[src/rtl/uart_fb_loader_pkg.sv]
// Shared constants and state encodings for the UART frame-buffer loader.
// Imported by the byte receiver and by the packet top level.
package uart_fb_loader_pkg;

    localparam logic [7:0] SYNC_BYTE = 8'hA5;
    localparam int         PIX_W     = 16;

    typedef enum logic [2:0] {
        ST_IDLE,
        ST_AH,
        ST_AL,
        ST_CH,
        ST_CL,
        ST_PH,
        ST_PL
    } fb_state_e;

    typedef enum logic [1:0] {
        RX_IDLE,
        RX_START,
        RX_DATA,
        RX_STOP
    } rx_state_e;

endpackage

[src/rtl/uart_rx_byte.sv]
// 8N1 UART byte receiver: 2-FF synchroniser, centre-sampling bit timer and shifter.
// Pulses rx_valid with rx_data on a good stop bit, rx_ferr on a low stop bit.
module uart_rx_byte
    import uart_fb_loader_pkg::*;
#(
    parameter int CLKS_PER_BIT = 234
)
(
    input  logic       clk,
    input  logic       resetn,
    input  logic       rx,
    output logic       rx_valid,
    output logic [7:0] rx_data,
    output logic       rx_ferr
);

    localparam int               CNT_W   = $clog2(CLKS_PER_BIT + 1);
    localparam logic [CNT_W-1:0] HALF_M1 = CNT_W'(CLKS_PER_BIT / 2 - 1);
    localparam logic [CNT_W-1:0] FULL_M1 = CNT_W'(CLKS_PER_BIT - 1);

    logic             sync1_q, sync2_q, prev_q;
    rx_state_e        state_q, state_d;
    logic [CNT_W-1:0] tick_q, tick_d;
    logic [2:0]       idx_q, idx_d;
    logic [7:0]       shift_q, shift_d;
    logic [7:0]       data_q, data_d;
    logic             valid_q, valid_d;
    logic             ferr_q, ferr_d;

    always_comb begin
        state_d = state_q;
        tick_d  = tick_q + CNT_W'(1);
        idx_d   = idx_q;
        shift_d = shift_q;
        data_d  = data_q;
        valid_d = 1'b0;
        ferr_d  = 1'b0;
        case (state_q)
            RX_IDLE: begin
                tick_d = '0;
                if (prev_q && !sync2_q) state_d = RX_START;
            end
            // A glitch that is high again at half a bit is not a start bit.
            RX_START: begin
                if (tick_q == HALF_M1) begin
                    tick_d  = '0;
                    idx_d   = '0;
                    state_d = sync2_q ? RX_IDLE : RX_DATA;
                end
            end
            RX_DATA: begin
                if (tick_q == FULL_M1) begin
                    tick_d  = '0;
                    shift_d = {sync2_q, shift_q[7:1]};
                    idx_d   = idx_q + 3'd1;
                    if (idx_q == 3'd7) state_d = RX_STOP;
                end
            end
            RX_STOP: begin
                if (tick_q == FULL_M1) begin
                    tick_d  = '0;
                    state_d = RX_IDLE;
                    if (sync2_q) begin
                        valid_d = 1'b1;
                        data_d  = shift_q;
                    end else begin
                        ferr_d = 1'b1;
                    end
                end
            end
            default: state_d = RX_IDLE;
        endcase
    end

    // The line idles high, so the synchroniser resets to 1 to avoid a false start.
    always_ff @(posedge clk or negedge resetn) begin
        if (!resetn) begin
            sync1_q <= 1'b1;
            sync2_q <= 1'b1;
            prev_q  <= 1'b1;
            state_q <= RX_IDLE;
            tick_q  <= '0;
            idx_q   <= '0;
            shift_q <= '0;
            data_q  <= '0;
            valid_q <= 1'b0;
            ferr_q  <= 1'b0;
        end else begin
            sync1_q <= rx;
            sync2_q <= sync1_q;
            prev_q  <= sync2_q;
            state_q <= state_d;
            tick_q  <= tick_d;
            idx_q   <= idx_d;
            shift_q <= shift_d;
            data_q  <= data_d;
            valid_q <= valid_d;
            ferr_q  <= ferr_d;
        end
    end

    assign rx_valid = valid_q;
    assign rx_data  = data_q;
    assign rx_ferr  = ferr_q;

endmodule

[src/rtl/uart_fb_loader.sv]
// Parses 0xA5-framed pixel packets from UART and writes RGB565 words to the frame-buffer
// write port, with an inter-byte timeout and sticky error flags.
module uart_fb_loader
    import uart_fb_loader_pkg::*;
#(
    parameter int CLK_HZ      = 27000000,
    parameter int BAUD        = 115200,
    parameter int ADDR_W      = 14,
    parameter int FB_DEPTH    = 16200,
    parameter int TIMEOUT_CYC = 270000
)
(
    input  logic              clk,
    input  logic              resetn,
    input  logic              ser_rx,
    output logic              fb_wen,
    output logic [ADDR_W-1:0] fb_waddr,
    output logic [PIX_W-1:0]  fb_wdata,
    output logic              busy,
    output logic              err_addr,
    output logic              err_timeout,
    output logic              err_frame,
    input  logic              err_clr
);

    localparam int               CLKS_PER_BIT = CLK_HZ / BAUD;
    localparam int               TMO_W        = $clog2(TIMEOUT_CYC + 1);
    localparam logic [TMO_W-1:0] TMO_LAST     = TMO_W'(TIMEOUT_CYC - 1);

    logic       rx_valid, rx_ferr;
    logic [7:0] rx_data;

    uart_rx_byte #(.CLKS_PER_BIT(CLKS_PER_BIT)) u_rx (
        .clk      (clk),
        .resetn   (resetn),
        .rx       (ser_rx),
        .rx_valid (rx_valid),
        .rx_data  (rx_data),
        .rx_ferr  (rx_ferr)
    );

    fb_state_e         state_q, state_d;
    logic [7:0]        addr_hi_q, addr_hi_d;
    logic [7:0]        cnt_hi_q, cnt_hi_d;
    logic [7:0]        pix_hi_q, pix_hi_d;
    logic [ADDR_W-1:0] cur_addr_q, cur_addr_d;
    logic [15:0]       cnt_q, cnt_d;
    logic [TMO_W-1:0]  tmo_q, tmo_d;
    logic              fb_wen_q, fb_wen_d;
    logic [ADDR_W-1:0] fb_waddr_q, fb_waddr_d;
    logic [PIX_W-1:0]  fb_wdata_q, fb_wdata_d;
    logic              err_addr_q, err_addr_d;
    logic              err_tmo_q, err_tmo_d;
    logic              err_frame_q, err_frame_d;
    logic              set_addr, set_tmo, tmo_hit;

    always_comb begin
        state_d    = state_q;
        addr_hi_d  = addr_hi_q;
        cnt_hi_d   = cnt_hi_q;
        pix_hi_d   = pix_hi_q;
        cur_addr_d = cur_addr_q;
        cnt_d      = cnt_q;
        fb_wen_d   = 1'b0;
        fb_waddr_d = fb_waddr_q;
        fb_wdata_d = fb_wdata_q;
        set_addr   = 1'b0;
        set_tmo    = 1'b0;
        tmo_hit    = (state_q != ST_IDLE) && !rx_valid && (tmo_q == TMO_LAST);
        tmo_d      = (state_q == ST_IDLE || rx_valid) ? '0 : tmo_q + TMO_W'(1);

        if (rx_valid) begin
            case (state_q)
                ST_IDLE: if (rx_data == SYNC_BYTE) state_d = ST_AH;
                ST_AH: begin
                    addr_hi_d = rx_data;
                    state_d   = ST_AL;
                end
                // A rejected start address leaves the rest of the packet to sync hunting.
                ST_AL: begin
                    if ({addr_hi_q, rx_data} >= 16'(FB_DEPTH)) begin
                        set_addr = 1'b1;
                        state_d  = ST_IDLE;
                    end else begin
                        cur_addr_d = ADDR_W'({addr_hi_q, rx_data});
                        state_d    = ST_CH;
                    end
                end
                ST_CH: begin
                    cnt_hi_d = rx_data;
                    state_d  = ST_CL;
                end
                ST_CL: begin
                    cnt_d   = {cnt_hi_q, rx_data};
                    state_d = ({cnt_hi_q, rx_data} == 16'd0) ? ST_IDLE : ST_PH;
                end
                ST_PH: begin
                    pix_hi_d = rx_data;
                    state_d  = ST_PL;
                end
                ST_PL: begin
                    fb_wen_d   = 1'b1;
                    fb_waddr_d = cur_addr_q;
                    fb_wdata_d = {pix_hi_q, rx_data};
                    cur_addr_d = (cur_addr_q == ADDR_W'(FB_DEPTH - 1)) ? '0
                                                                      : cur_addr_q + ADDR_W'(1);
                    cnt_d      = cnt_q - 16'd1;
                    state_d    = (cnt_q == 16'd1) ? ST_IDLE : ST_PH;
                end
                default: state_d = ST_IDLE;
            endcase
        end

        if (tmo_hit) begin
            set_tmo = 1'b1;
            state_d = ST_IDLE;
        end

        // A new error on the same cycle as err_clr must stay visible.
        err_addr_d  = (err_addr_q  & ~err_clr) | set_addr;
        err_tmo_d   = (err_tmo_q   & ~err_clr) | set_tmo;
        err_frame_d = (err_frame_q & ~err_clr) | rx_ferr;
    end

    always_ff @(posedge clk or negedge resetn) begin
        if (!resetn) begin
            state_q     <= ST_IDLE;
            addr_hi_q   <= '0;
            cnt_hi_q    <= '0;
            pix_hi_q    <= '0;
            cur_addr_q  <= '0;
            cnt_q       <= '0;
            tmo_q       <= '0;
            fb_wen_q    <= 1'b0;
            fb_waddr_q  <= '0;
            fb_wdata_q  <= '0;
            err_addr_q  <= 1'b0;
            err_tmo_q   <= 1'b0;
            err_frame_q <= 1'b0;
        end else begin
            state_q     <= state_d;
            addr_hi_q   <= addr_hi_d;
            cnt_hi_q    <= cnt_hi_d;
            pix_hi_q    <= pix_hi_d;
            cur_addr_q  <= cur_addr_d;
            cnt_q       <= cnt_d;
            tmo_q       <= tmo_d;
            fb_wen_q    <= fb_wen_d;
            fb_waddr_q  <= fb_waddr_d;
            fb_wdata_q  <= fb_wdata_d;
            err_addr_q  <= err_addr_d;
            err_tmo_q   <= err_tmo_d;
            err_frame_q <= err_frame_d;
        end
    end

    assign fb_wen      = fb_wen_q;
    assign fb_waddr    = fb_waddr_q;
    assign fb_wdata    = fb_wdata_q;
    assign busy        = (state_q != ST_IDLE);
    assign err_addr    = err_addr_q;
    assign err_timeout = err_tmo_q;
    assign err_frame   = err_frame_q;

endmodule
[config.mk]
export PLATFORM = sky130hd
export DESIGN_NAME = uart_fb_loader
export DESIGN_NICKNAME = d
export VERILOG_FILES = /design/src/rtl/uart_fb_loader_pkg.sv /design/src/rtl/uart_rx_byte.sv /design/src/rtl/uart_fb_loader.sv
export SDC_FILE = /design/constraint.sdc
export NUM_CORES = 1
export LEC_CHECK = 0
export CAP_MARGIN = 20
export CORE_ASPECT_RATIO = 0.75
export CORE_MARGIN = 2
export CORE_UTILIZATION = 40
export CTS_CLUSTER_SIZE = 10
export DETAILED_ROUTE_END_ITERATION = 16
export MAX_ROUTING_LAYER = met4
export SYNTH_ARGS = -nofsm -noshare
export SYNTH_HDL_FRONTEND = slang
export SYNTH_SLANG_ARGS = --single-unit
export TNS_END_PERCENT = 5
[constraint.sdc]
create_clock -name clk -period 2.4 [get_ports clk]
set_clock_uncertainty 0.15 [all_clocks]
set_input_delay 0.24 -clock clk [delete_from_list [all_inputs] [get_ports clk]]
set_output_delay 0.24 -clock clk [all_outputs]
set_load 0.01 [all_outputs]
==> out/results.tsv <==
stage	metric	value	unit
yosys	netlist_area	6780	µm²
placement	gp_congestion	0.884	
yosys	synth_area_leaders	dfrtp_1, mux2_2, nand2_1	
yosys	syn_nets	689	
cts	post_cts_buffers	0	
floorplan	core_area	16700	µm²
cts	htreeDepth	4	
setup_path	cp.arrival	2.47	ns
pwr	vdd_drop_max	571	µV
yosys	synth.most_common_cell	dfrtp_1	
cts	cts.sinks	144	
global_route	antenna_found_initial	0	
setup_path	cp.required	2.57	ns
yosys	synthArstFlopShare	1.00	
yosys	ys_types	63	
timing	rsz0062_at_grt	false	
timing	finalSetupViolations	0	
status	status	finished clean	
setup_path	reg2reg_to	cur_addr_q[8]	
floorplan	die_h	117	µm
floorplan	die_w	154	µm
floorplan	dieArea	18000	µm²
timing	fin_ws	0.101	ns
cts	numCtsBuffers	17	
timing	max-slew-margin-rel	0.571	
timing	worst_slew_pin_slew	0.637	ns
route	ant_nets	0	
global_route	gr-total-overflow	0	
placement	io_buffer_count	38	
setup_path	r2r_start	cur_addr_q[4]	
timing	finalCritPeriodShare	0.958	
timing	period_needed	2.30	ns
cts	clkLatencyLatePin	0.43	ns
timing	finalHoldWorstSlack	0.0660	ns
route	post_drt_via_cell_ratio	5.54	
timing	hold_viol	0	
yosys	synthTopCellsByCount	dfrtp_1, nand2_1, nor2_1	
setup_path	cp-end-kind	flop	
setup_path	cp-start-kind	flop	
route	drt_first_pass_iters	5	
finish	utilization	0.482	
setup_path	rrSetupSlack	0.10	ns
floorplan	ios	39	
route	wl	16100	µm
yosys	synth_top_cell_area_share	0.520	
pwr	power.leakage	0.00373	µW
timing	finalMaxSlewViolations	0	
finish	area_growth	19.0	%
yosys	synth_seq_cells	144	
floorplan	rows	41	
setup_path	critPathKind	reg -> reg	
global_route	grt_max_degree	50	
timing	fin_setup_tns	0	ns
setup_path	crit_end	cur_addr_q[8]	
global_route	grt_usage	0.195	
yosys	yosys_warnings	0	
route	drt-wirelength-per-cell	16.8	µm
placement	dp.cells	921	
yosys	synthFlopType	dfrtp_1	
cts	clock_path_buffers	2	
yosys	synth-seq-area-share	0.532	
finish	layout.nets	743	
global_route	grt_first_pass_wirelength	26500	µm
yosys	netlist_instances	672	
placement	pre_cts_slack	0.0462	ns
finish	drive_gt1_frac	0.161	
finish	stdcell_count	954	
route	first_iter_violations	426	
placement	place_hpwl	10900	µm
yosys	synth_area_leader_cell	dfrtp_1	
route	via_count	5288	
cts	cts-root-buf	clkbuf_16	
cts	clk_pin_slew	0.06	ns
route	drc	0	
setup_path	crit_start	cur_addr_q[4]	
job	drv_cap	0	
pwr	p_per_area	664	nW/µm²
timing	clock.fmax	0.435	GHz
floorplan	start_util	0.405	
min_path	hold_path_class	in -> reg	
global_route	grt_pass1_vias	5050	
yosys	syn_avg_cell_area	10.1	µm²
cts	cts_tree	built	
setup_path	reg2regPathDepth	5	
finish	diodes	0	
setup_path	cp_max_fo	5	
yosys	synth_edf_count	0	
-- state kept, by name, summed over array words and instances, names as in the netlist, 3 cells and up, named ones only --
signal / count
tmo_q: 19
cnt_q: 16
fb_wdata: 16
cur_addr_q: 14
fb_waddr: 14
addr_hi_q: 8
cnt_hi_q: 8
pix_hi_q: 8
u_rx.rx_data: 8
u_rx.shift_q: 8
u_rx.tick_q: 8
state_q: 3
u_rx.idx_q: 3
-- critical path, stage by stage, from the launching register on --
cell	delay [ns]
dfrtp_1	0.38
or4b_4	0.53
or4_4	0.45
and2_4	0.20
a32o_1	0.25
a22o_1	0.23
-- per-stage QoR --
| step | cell area (µm²) | power (µW) |
|---|---|---|
| final | 8070 | 5360 |
| after global routing | 8070 | 5580 |
| after CTS | 8060 | 5410 |
| after detailed placement | 7490 | 2910 |
| after global placement | 7490 | 2890 |
| after floorplan | 6780 | 2780 |
-- layer usage --
metal  up-vias  global-route usage  part of all wire
met5         -                   -                 0
met1      2622               0.267              0.48
met2       148               0.287              0.45
li1       2493                   -                 -
met4         0              0.0673             0.016
met3        25              0.0464             0.053
-- where the power goes --
part | internal [µW] | switching (µW) | leakage, µW
Clock | 1350 | 1130 | 0.000268
Combinational | 118 | 246 | 0.00147
Sequential | 2470 | 42.8 | 0.00200
-- logic make-up after synthesis --
logic type	share of synthesized area
AND/OR/NAND/NOR	0.196
flip-flops	0.532
adder cells (fa/ha/maj)	0.0240
XOR/XNOR	0.0245
AO/OA/AOI/OAI	0.116
multiplexers	0.0679
buffers and inverters	0.0391
-- cell usage in the layout, fill, tap and decap left out, types with 14 or more instances in the layout --
master	instances
nor2_1	51
mux2_2	40
buf_4	28
dfrtp_1	141
nand4_1	17
xor2_1	16
a21oi_1	26
nand2_1	119
inv_1	21
clkbuf_16	17
clkdlybuf4s50_1	37
nand3_1	24
nor3_1	14
o21ai_0	34
-- area by class of cell --
| cell class | count | area [µm²] |
|---|---|---|
| clock buffer | 17 | 425 |
| inverter | 21 | 78.8 |
| clock inverter | 15 | 128 |
| fill | 1551 | 8660 |
| tap | 215 | 269 |
| sequential | 144 | 3610 |
| timing repair buffer | 69 | 642 |
| multi-input combinational | 473 | 2920 |
-- what timing repair did --
item,4_1_cts,5_1_grt
hold buffers,1,0
endpoints found under the hold margin,46,0
gates resized for setup,0,3
setup endpoints to repair,0,7
-- worst min-delay path by stage --
stage	from	endpoint	slack, ns	cells after the start
after floorplan	resetn	async pin	-0.21	0
after global placement	resetn	cnt_q[7]	0.06	1
after detailed placement	resetn	cnt_q[9]	0.08	1
after CTS	ser_rx	u_rx.sync1_q	0.06	1
after global routing	ser_rx	u_rx.sync1_q	0.07	1
final	ser_rx	u_rx.sync1_q	0.07	1
Note: power is estimated with default switching activity, not from simulation.
